[src/rtl/mem_burst_sequencer.sv]
// mem_burst_sequencer
// Turns one arbiter request into single-word bus beats.
// A read issues rlen+1 beats at consecutive word addresses, wrapping modulo 2^30.
// A write always issues exactly one beat.
// Every bus-side output is decoded from registered state, so it holds steady while a beat stalls.
module mem_burst_sequencer #(
  parameter int ID_W = 2
) (
  input  logic            clk,
  input  logic            rst,
  // arbiter side
  input  logic            mem_request,
  input  logic [29:0]     mem_addr,
  input  logic [4:0]      mem_rlen,
  input  logic            mem_rnw,
  input  logic            mem_rmw,
  input  logic [3:0]      mem_wbe,
  input  logic [31:0]     mem_wdata,
  input  logic [ID_W-1:0] mem_id,
  output logic            mem_ack,
  output logic            mem_rvalid,
  output logic [31:0]     mem_rdata,
  output logic [ID_W-1:0] mem_rid,
  output logic            mem_write_outstanding,
  output logic            mem_inv,
  output logic [29:0]     mem_inv_addr,
  // bus side
  output logic            bus_req,
  output logic [29:0]     bus_addr,
  output logic            bus_we,
  output logic [3:0]      bus_be,
  output logic [31:0]     bus_wdata,
  output logic            bus_lock,
  input  logic            bus_ack,
  input  logic [31:0]     bus_rdata
);

  typedef enum logic [1:0] {
    S_IDLE  = 2'd0,
    S_READ  = 2'd1,
    S_WRITE = 2'd2
  } state_t;

  state_t            state_q, state_d;
  logic [4:0]        beat_q, beat_d;
  logic [29:0]       addr_q, addr_d;
  logic [4:0]        rlen_q, rlen_d;
  logic [ID_W-1:0]   id_q, id_d;
  logic              rmw_q, rmw_d;
  logic [3:0]        wbe_q, wbe_d;
  logic [31:0]       wdata_q, wdata_d;
  logic              rvalid_q, rvalid_d;
  logic [31:0]       rdata_q, rdata_d;
  logic [ID_W-1:0]   rid_q, rid_d;

  // Next-state logic: accept in IDLE, count read beats on bus_ack, finish a write on its single ack
  always_comb begin
    state_d  = state_q;
    beat_d   = beat_q;
    addr_d   = addr_q;
    rlen_d   = rlen_q;
    id_d     = id_q;
    rmw_d    = rmw_q;
    wbe_d    = wbe_q;
    wdata_d  = wdata_q;
    rvalid_d = 1'b0;
    rdata_d  = rdata_q;
    rid_d    = rid_q;
    case (state_q)
      S_IDLE: begin
        if (mem_request) begin
          addr_d  = mem_addr;
          rlen_d  = mem_rlen;
          id_d    = mem_id;
          rmw_d   = mem_rmw;
          wbe_d   = mem_wbe;
          wdata_d = mem_wdata;
          beat_d  = 5'd0;
          state_d = mem_rnw ? S_READ : S_WRITE;
        end else begin
          state_d = S_IDLE;
        end
      end
      S_READ: begin
        if (bus_ack) begin
          rvalid_d = 1'b1;
          rdata_d  = bus_rdata;
          rid_d    = id_q;
          if (beat_q == rlen_q) begin
            beat_d  = 5'd0;
            state_d = S_IDLE;
          end else begin
            beat_d  = beat_q + 5'd1;
          end
        end else begin
          state_d = S_READ;
        end
      end
      S_WRITE: begin
        if (bus_ack) begin
          state_d = S_IDLE;
        end else begin
          state_d = S_WRITE;
        end
      end
      default: begin
        state_d = S_IDLE;
        beat_d  = 5'd0;
      end
    endcase
  end

  // State and captured-request registers; reset aborts any burst at once
  always_ff @(posedge clk or posedge rst) begin
    if (rst) begin
      state_q  <= S_IDLE;
      beat_q   <= 5'd0;
      addr_q   <= 30'd0;
      rlen_q   <= 5'd0;
      id_q     <= '0;
      rmw_q    <= 1'b0;
      wbe_q    <= 4'd0;
      wdata_q  <= 32'd0;
      rvalid_q <= 1'b0;
      rdata_q  <= 32'd0;
      rid_q    <= '0;
    end else begin
      state_q  <= state_d;
      beat_q   <= beat_d;
      addr_q   <= addr_d;
      rlen_q   <= rlen_d;
      id_q     <= id_d;
      rmw_q    <= rmw_d;
      wbe_q    <= wbe_d;
      wdata_q  <= wdata_d;
      rvalid_q <= rvalid_d;
      rdata_q  <= rdata_d;
      rid_q    <= rid_d;
    end
  end

  // Accept is combinational so a waiting request is taken in the same IDLE cycle
  assign mem_ack = mem_request & (state_q == S_IDLE) & ~rst;

  assign mem_rvalid            = rvalid_q;
  assign mem_rdata             = rdata_q;
  assign mem_rid               = rid_q;
  assign mem_write_outstanding = (state_q == S_WRITE);
  assign mem_inv               = 1'b0;
  assign mem_inv_addr          = 30'd0;

  assign bus_req   = (state_q != S_IDLE);
  assign bus_addr  = addr_q + {25'd0, beat_q};
  assign bus_we    = (state_q == S_WRITE);
  assign bus_be    = (state_q == S_WRITE) ? wbe_q : 4'hF;
  assign bus_wdata = wdata_q;
  assign bus_lock  = (state_q != S_IDLE) & rmw_q;

endmodule

[config.mk]
export PLATFORM = sky130hd
export DESIGN_NAME = mem_burst_sequencer
export DESIGN_NICKNAME = d
export VERILOG_FILES = /design/src/rtl/mem_burst_sequencer.sv
export SDC_FILE = /design/constraint.sdc
export NUM_CORES = 1
export LEC_CHECK = 0
export ABC_AREA = 1
export CAP_MARGIN = 5
export CORE_MARGIN = 2
export CORE_UTILIZATION = 27
export DETAILED_ROUTE_END_ITERATION = 10
export PLACE_DENSITY_LB_ADDON = 0.12
export RECOVER_POWER = 50
export SYNTH_ARGS = -nofsm -noshare
export SYNTH_HDL_FRONTEND = slang
export SYNTH_SLANG_ARGS = --single-unit
export TNS_END_PERCENT = 10
[constraint.sdc]
create_clock -name clk -period 3.8 [get_ports clk]
set_input_delay 0.76 -clock clk [delete_from_list [all_inputs] [get_ports clk]]
set_output_delay 0.76 -clock clk [all_outputs]
set_load 0.005 [all_outputs]
# Yosys cells after proc, flatten, opt, wreduce, memory -nomap -nowiden
# Index checks and enable logic that the tools add are counted.
[classes] n_addsub=2 n_mul=0 n_div=0 magnitude_cmp=0 n_eq_ne=6 n_shift=0 n_mux=13 n_bitwise=5 n_reduce_logical=5
[op_table] cell="adder 30 x 5 -> 30 bit" n=1
[op_table] cell="2-to-1 mux 5 bit" n=3
[op_table] cell="one-hot mux 5 bit (3 select lines)" n=1
[op_table] cell="2-to-1 mux 2 bit" n=5
[op_table] cell="one-hot mux 2 bit (3 select lines)" n=1
[op_table] cell="adder 5 x 1 -> 5 bit (second input constant)" n=1
[op_table] cell="== test 5 bit" n=1
[op_table] cell="2-to-1 mux 4 bit" n=1
[op_table] cell="!= test 2 bit (second input constant)" n=2
[op_table] cell="AND reduction 2 bit" n=2
[op_table] cell="AND 1 bit" n=3
[op_table] cell="!= test 3 bit (second input constant)" n=1
[op_table] cell="AND reduction 3 bit" n=1
[op_table] cell="== test 2 x 1 -> 1 bit (second input constant)" n=1
[op_table] cell="== test 2 bit (second input constant)" n=1
[op_table] cell="logical NOT 2 bit" n=1
[op_table] cell="2-to-1 mux 1 bit" n=2
[op_table] cell="inverter 1 bit" n=2
[op_table] cell="nonzero test 2 bit" n=1
[word_totals] regBits=116 latch_bits=0 ramBits=0 romBits=0 in_bits=111 out_inout_bits=137 word_cells=42 n_memories=0

# Depth between registers and ports, before layout
# Gate-level depths: netlist of the first run.
[logic_depth] word_depth=4 depth_mapped=11

# Least setup slack after synthesis of the first run
# OpenSTA, ideal clock, no wires.
[synth_timing] path_type="reg2out" from="register beat_q[0]" to="output port bus_addr[8]" arrival_time_ns=1.692 required_time_ns=3.040 path_slack_ns=1.348 path_stages_with_launch=10 n_path_buf=0 path_cell_list="dfrtp_1 -> ha_1 -> inv_1 -> fa_1 -> inv_1 -> nand3_1 -> nand3_1 -> nand2_1 -> nand2_1 -> xor2_1"
[synth_via] elab_chain_cells=1
[synth_rtl] element="from (decl)" line_no="45" rtl="logic [4:0] beat_q, beat_d;"
[synth_rtl] element="from (signal assigned)" line_no="129" rtl="beat_q <= beat_d;"
[synth_rtl] element="adder 30 x 5 -> 30 bit" line_no="153" rtl="assign bus_addr = addr_q + {25'd0, beat_q};"
[synth_rtl] element="to (decl)" line_no="29" rtl="output logic [29:0] bus_addr,"
# No other way between the ends.

# Final worst setup path of the first run
[layout_timing] from="register beat_q[0]" to="output port bus_addr[20]"
# The elaborated chain is that of the path after synthesis.

==> results.sh, run 1 <==
export IMPL_die_w_um=151.9
export IMPL_rows=54
export IMPL_max_slew_margin_rel=-0.3195
export IMPL_peakVddDrop_mv=0.3371
export IMPL_cts_tree="built"
export IMPL_p_seq_frac=0.336
export IMPL_timing_final_crit_share=0.9369
export IMPL_final_antenna_net_count=0
export IMPL_io_buffers=216
export IMPL_drv_slew=89
export IMPL_hold_depth=2
export IMPL_hold_path_class="register to register"
export IMPL_p_clk_frac=0.262
export IMPL_worst_slew_pin_slew_ps=1972
export IMPL_fin_ws_ps=239.8
export IMPL_path_clk_slew_ps=60
export IMPL_cts_max_level=4
export IMPL_final_common_cell="nand2_1"
export IMPL_die_h_um=151.9
export IMPL_path_class="register to output port"
export IMPL_async_reset_ff_frac=1.000
export IMPL_antenna_found_initial=1
export IMPL_synthMuxAreaShare=0
export IMPL_yosys_area_share_simple=0.3477
export IMPL_cp_required_ps=3040
export IMPL_cts_buffer_depth=2
export IMPL_fill_cells=2260
export IMPL_dr_pass1_iters=4
export IMPL_cts_buffers=17
export IMPL_crit_path_max_fanout=6
export IMPL_io_pins=248
export IMPL_critPathCaptureType="output port"
export IMPL_gp_congestion=0.7742
export IMPL_synth_top_family_by_area="simple AND/OR/NAND/NOR gates"
export IMPL_synth_edf_count=0
export IMPL_drcViolationCount=0
export IMPL_synth_avg_cell_area_um2=7.586
export IMPL_clock_latency_ps=420
export IMPL_start_util=0.2733
export IMPL_wire_per_inst_um=13.91
export IMPL_violations="capacitance limit, slew limit"
export IMPL_finalSetupViolCount=0
export IMPL_yosysUniqueCellTypes=31
export IMPL_dp_hpwl_um=12830
export IMPL_synth_xor_area_frac=0.02223
export IMPL_drtIter0Drc=284
export IMPL_vias=5371
export IMPL_grt_max_degree=63
export IMPL_synthFlopType="dfrtp_1"
export IMPL_area_growth_pct=49.10
export IMPL_finClkSkew_ps=11.23
export IMPL_rsz0062_at_grt="false"
export IMPL_yosys_warnings=0
export IMPL_pre_cts_ws_ps=579.2
export IMPL_startpoint_type="register"
export IMPL_p_sw_frac=0.3438
export IMPL_grt_ovfl_total=0
export IMPL_ys_ff_latch=116
export IMPL_cts_sinks=116
export IMPL_r2r_cells=5
export IMPL_final_cell_mix="415 x nand2_1, 214 x clkdlybuf4s50_1, 116 x dfrtp_1"
export IMPL_syn_cell_area_um2=5909
export IMPL_vias_per_cell=4.164
export IMPL_finalPower_w=0.006682
export IMPL_hold_viol=0
export IMPL_p_comb_frac=0.402
export IMPL_fin_nets=1116
export IMPL_diodes=0
export IMPL_fmax_mhz=280.9
export IMPL_grt_pass1_wl_um=28840
export IMPL_cellPowerDensity_nw_per_um2=758.3
export IMPL_yosys_area_share_adder=0.01609
export IMPL_whs_endpoint="mem_rdata[14]"
export IMPL_p_int_w=0.004384
export IMPL_min_from="mem_rdata[14]"
export IMPL_drt_wl_total_um=17940
export IMPL_cts_root_buf="clkbuf_16"
export IMPL_synthCells=779
export IMPL_seq_area_frac_synth=0.4912
export IMPL_min_period_ps=3560
export IMPL_die_area_um2=23090
export IMPL_core_um2=21620
export IMPL_grt_pass1_vias=5316
export IMPL_drive_gt1_frac=0.05446
export IMPL_rr_endpoint="mem_rid[0]"
export IMPL_p_leak_nw=4.358
export IMPL_p_sw_w=0.002297
export IMPL_arrival_ps=2800
export IMPL_rrSetupSlack_ps=840
export IMPL_track_usage=0.1575
export IMPL_totalNegativeSetupSlack_ps=0
export IMPL_maxCapViolations=2
export IMPL_status="finished, violations left"
export IMPL_synth_compound_area_frac=0.02223
export IMPL_r2r_start="state_q[1]"
power by group through the flow:
stage                     Clock [W]  Sequential [W]  Combinational (W)
after CTS                   0.00179         0.00225            0.00277
after global routing        0.00185         0.00232            0.00303
after detailed placement          0         0.00225            0.00275
final                       0.00175         0.00225            0.00269
after floorplan                   0         0.00219            0.00124
after global placement            0         0.00226            0.00275
through the flow:
| stage | hold slack [ps] | cell area, um2 | std cells | util |
|---|---|---|---|---|
| 2_1_floorplan | 441.4 | 6026 | 809 | - |
| 4_1_cts | 474.7 | 8853 | 1290 | 0.4095 |
| 3_3_place_gp | 452.2 | 8218 | 1259 | 0.3801 |
| 6_report | 471.0 | 8811 | 1290 | 0.4075 |
| 5_1_grt | 487.6 | 8811 | 1290 | 0.4075 |
| 3_5_place_dp | 459.3 | 8218 | 1259 | 0.3801 |
worst max-delay path, stage by stage, from the launching register on:
cell and delay (ps):
dfrtp_1 430, ha_1 230, inv_1 70, fa_1 410, inv_1 110, nand3_1 80, nand3_1 180, nand2_1 90
nand2_2 130, nand4_1 90, nand2_1 80, clkdlybuf4s50_1 490
Yosys cell counts, drive strengths merged, types with 2 or more instances:
library cell,instances,area (um2)
dfrtp,116,2903
buf,51,377.9
nor3,4,31.28
nand3,23,120.1
xor2,12,105.1
nand3b,10,75.07
or2,2,12.52
nand2,421,1595
a21oi,4,20.02
clkbuf,2,7.510
xnor2,3,26.28
o21ai,21,105.1
nor2,41,182.7
nand4,6,37.54
inv,54,205.2
ha,6,75.07
area by class of cell:
| cell class | instances | area [um2] | area share |
|---|---|---|---|
| clock buffer | 18 | 439.2 | 0.04984 |
| multi-input combinational | 586 | 2512 | 0.2851 |
| inverter | 54 | 206.4 | 0.02343 |
| sequential | 116 | 2903 | 0.3295 |
| clock inverter | 13 | 196.4 | 0.02229 |
| tap | 280 | 350.3 | 0.03976 |
| timing repair buffer | 223 | 2203 | 0.2501 |
timing repair:
| action | 4_1_cts | 5_1_grt |
|---|---|---|
| setup buffers | 0 | 0 |
| hold buffers | 0 | 0 |
| gates resized for setup | 0 | 1 |
| endpoints found under the setup margin | 0 | 4 |
how the worst max path moves through the flow:
stage	start	endpoint	slack, ps	cells past startpoint
finish	beat_q[0]	bus_addr[20]	240	11
global route	beat_q[0]	bus_addr[20]	8	11
CTS	beat_q[0]	bus_addr[20]	130	11
detailed placement	beat_q[0]	bus_addr[20]	580	11
global placement	beat_q[0]	bus_addr[8]	670	10
floorplan	beat_q[0]	bus_addr[8]	1350	9
cell families after synthesis:
group / after synthesis
AO/OA/AOI/OAI: 26
XOR/XNOR: 15
adder cells (fa/ha/maj): 7
buffers and inverters: 107
flip-flops: 116
other: 1
AND/OR/NAND/NOR: 507
registers in the layout, indices dropped and copies added, names as in the netlist:
name        cells
wbe_q           4
mem_rvalid      1
mem_rdata      32
rmw_q           1
state_q         2
addr_q         30
id_q            2
mem_rid         2
bus_wdata      32
beat_q          5
rlen_q          5
metal layers:
metal	wire (um)	part of all wire	GRT usage
met5	16	0.00089	0
met4	234	0.013	0.04984
met3	1552	0.087	0.06731
met2	7883	0.44	0.2381
met1	8254	0.46	0.2040
No activity file was read; power rests on OpenSTA's default activity.
==> run 2: changes to the inputs <==
--- a/config.mk
+++ b/config.mk
@@ -6,11 +6,11 @@
 export NUM_CORES = 1
 export LEC_CHECK = 0
 export ABC_AREA = 1
-export CAP_MARGIN = 5
+export CAP_MARGIN = 20
 export CORE_MARGIN = 2
-export CORE_UTILIZATION = 27
+export CORE_UTILIZATION = 38
 export DETAILED_ROUTE_END_ITERATION = 10
-export PLACE_DENSITY_LB_ADDON = 0.12
+export PLACE_DENSITY = 0.75
 export RECOVER_POWER = 50
 export SYNTH_ARGS = -nofsm -noshare
 export SYNTH_HDL_FRONTEND = slang
==> results.sh, run 2 (synthesis results as in run 1) <==
export IMPL_die_area_um2=16570
export IMPL_io_buffers=216
export IMPL_vias_per_cell=4.547
export IMPL_drcViolationCount=0
export IMPL_p_leak_nw=4.315
export IMPL_violations="capacitance limit, slew limit"
export IMPL_hold_path_class="register to register"
export IMPL_antenna_found_initial=0
export IMPL_cpPeakStageDelay_ps=490
export IMPL_cts_tree="built"
export IMPL_io_pins=248
export IMPL_drt_wl_total_um=16810
export IMPL_grt_pass1_vias=5364
export IMPL_rsz0062_at_grt="false"
export IMPL_grt_max_degree=117
export IMPL_rows=45
export IMPL_startpoint_type="register"
export IMPL_track_usage=0.2103
export IMPL_drive_gt1_frac=0.05154
export IMPL_cpLargestDelayFamily="simple AND/OR/NAND/NOR gates"
export IMPL_path_class="register to output port"
export IMPL_cts_buffer_depth=2
export IMPL_vias=5443
export IMPL_totalNegativeSetupSlack_ps=0
export IMPL_drtIter0Drc=232
export IMPL_dp_cells=1165
export IMPL_arrival_ps=2800
export IMPL_grt_ovfl_total=0
export IMPL_cts_resized=0
export IMPL_timing_final_crit_share=0.9362
export IMPL_area_growth_pct=46.16
export IMPL_max_slew_margin_rel=-0.1177
export IMPL_cts_buffers=17
export IMPL_critPathCaptureType="output port"
export IMPL_clock_latency_ps=420
export IMPL_status="finished, violations left"
export IMPL_placed_area_um2=8088
export IMPL_final_cell_mix="416 x nand2_1, 214 x clkdlybuf4s50_1, 116 x dfrtp_1"
export IMPL_peakVddDrop_mv=0.4017
export IMPL_fin_nets=1114
export IMPL_drv_slew=195
export IMPL_hold_viol=0
export IMPL_dr_pass1_iters=5
export IMPL_hold_slack_ps=467.6
export IMPL_post_layout_nonfiller_instances=1197
export IMPL_maxCapViolations=3
export IMPL_die_w_um=128.7
export IMPL_postCtsSetupRepairBufs=0
export IMPL_cellPowerDensity_nw_per_um2=756.9
export IMPL_worst_slew_pin_slew_ps=1677
export IMPL_hold_buffers=0
export IMPL_cts_root_buf="clkbuf_16"
export IMPL_core_um2=15200
export IMPL_die_h_um=128.7
export IMPL_finalSetupViolCount=0
export IMPL_final_antenna_net_count=0
export IMPL_crit_buf_inv=3
export IMPL_wire_per_inst_um=14.04
export IMPL_min_period_ps=3558
export IMPL_diodes=0
export IMPL_fmax_mhz=281.1
export IMPL_cts_sinks=116
export IMPL_path_clk_slew_ps=50
export IMPL_design_area_um2=8637
export IMPL_cp_slowest_cell="clkdlybuf4s50_1"
export IMPL_gp_congestion=0.9177
export IMPL_finClkSkew_ps=9.450
export IMPL_cts_max_level=4
export IMPL_cp_required_ps=3040
export IMPL_grt_pass1_wl_um=26990
export IMPL_path_cells="ha_1 > inv_1 > fa_1 > inv_1 > nand3_1 > nand3_1 > nand2_1 > nand2_1 > nand4_1 > nand2_1 > clkdlybuf4s50_1"
export IMPL_start_util=0.3887
export IMPL_dp_hpwl_um=12050
export IMPL_fill_cells=1397
export IMPL_cp_common_cell="nand2_1"
export IMPL_final_common_cell="nand2_1"
export IMPL_crit_path_max_fanout=6
-- run 2: cell types whose count changed in the layout (fill, tap and decap cells not counted), sizes merged --
cell      previous run  this run
buf                  3         1
bufinv               4         2
clkbuf              22        25
clkinv               2         4
clkinvlp             3         5
inv                 58        54
-- run 2: path summary, 6_finish.rpt --
path	start	endpoint	slack, ps	cells past startpoint
max	beat_q[0]	bus_addr[20]	240	11
min	mem_rid[1]	mem_rid[1]	470	2
max reg2reg	state_q[1]	mem_rid[0]	1160	5
min reg2reg	mem_rid[1]	mem_rid[1]	470	2
max in group asynchronous	rst	addr_q[28]	1370	3
min in group asynchronous	rst	bus_wdata[26]	1440	3
-- run 2: through the flow --
| step | total power [W] | worst slack, ps | util |
|---|---|---|---|
| after floorplan | 0.003427 | 1348 | - |
| after global placement | 0.004943 | 729.5 | 0.5320 |
| after detailed placement | 0.004984 | 677.9 | 0.5320 |
| after CTS | 0.006619 | 214.6 | 0.5706 |
| after global routing | 0.007038 | 18.45 | 0.5681 |
| final | 0.006537 | 242.4 | 0.5681 |
-- run 2: report_power, final --
part / switching [W] / total, W / internal [W]
combinational: 0.00124 / 0.00269 / 0.00146
sequential: 0.000447 / 0.00225 / 0.00181
clock: 0.000589 / 0.00159 / 0.00100
total: 0.00227 / 0.00654 / 0.00427
-- run 2: area by class of cell --
| type | instances | area [um2] | area share |
|---|---|---|---|
| clock buffer | 21 | 460.4 | 0.05331 |
| inverter | 54 | 209.0 | 0.02419 |
| tap | 188 | 235.2 | 0.02723 |
| timing repair buffer | 221 | 2191 | 0.2537 |
| clock inverter | 11 | 126.4 | 0.01463 |
| multi-input combinational | 586 | 2512 | 0.2909 |
| sequential | 116 | 2903 | 0.3361 |
-- run 2: per-layer routing --
metal / vias to the layer above / global-route usage / share of wire
met5: - / 0 / 0
met4: 0 / 0.07992 / 0.020
met3: 26 / 0.08815 / 0.10
met2: 214 / 0.3386 / 0.47
met1: 2468 / 0.2523 / 0.41
li1: 2735 / - / -
-- run 2: worst reg2reg max path, cell delays in order (launching register included) --
cell     delay, ps
dfrtp_1        420
nor2_2         150
inv_2           50
nor2_2        1190
inv_4          460
o21ai_0        300
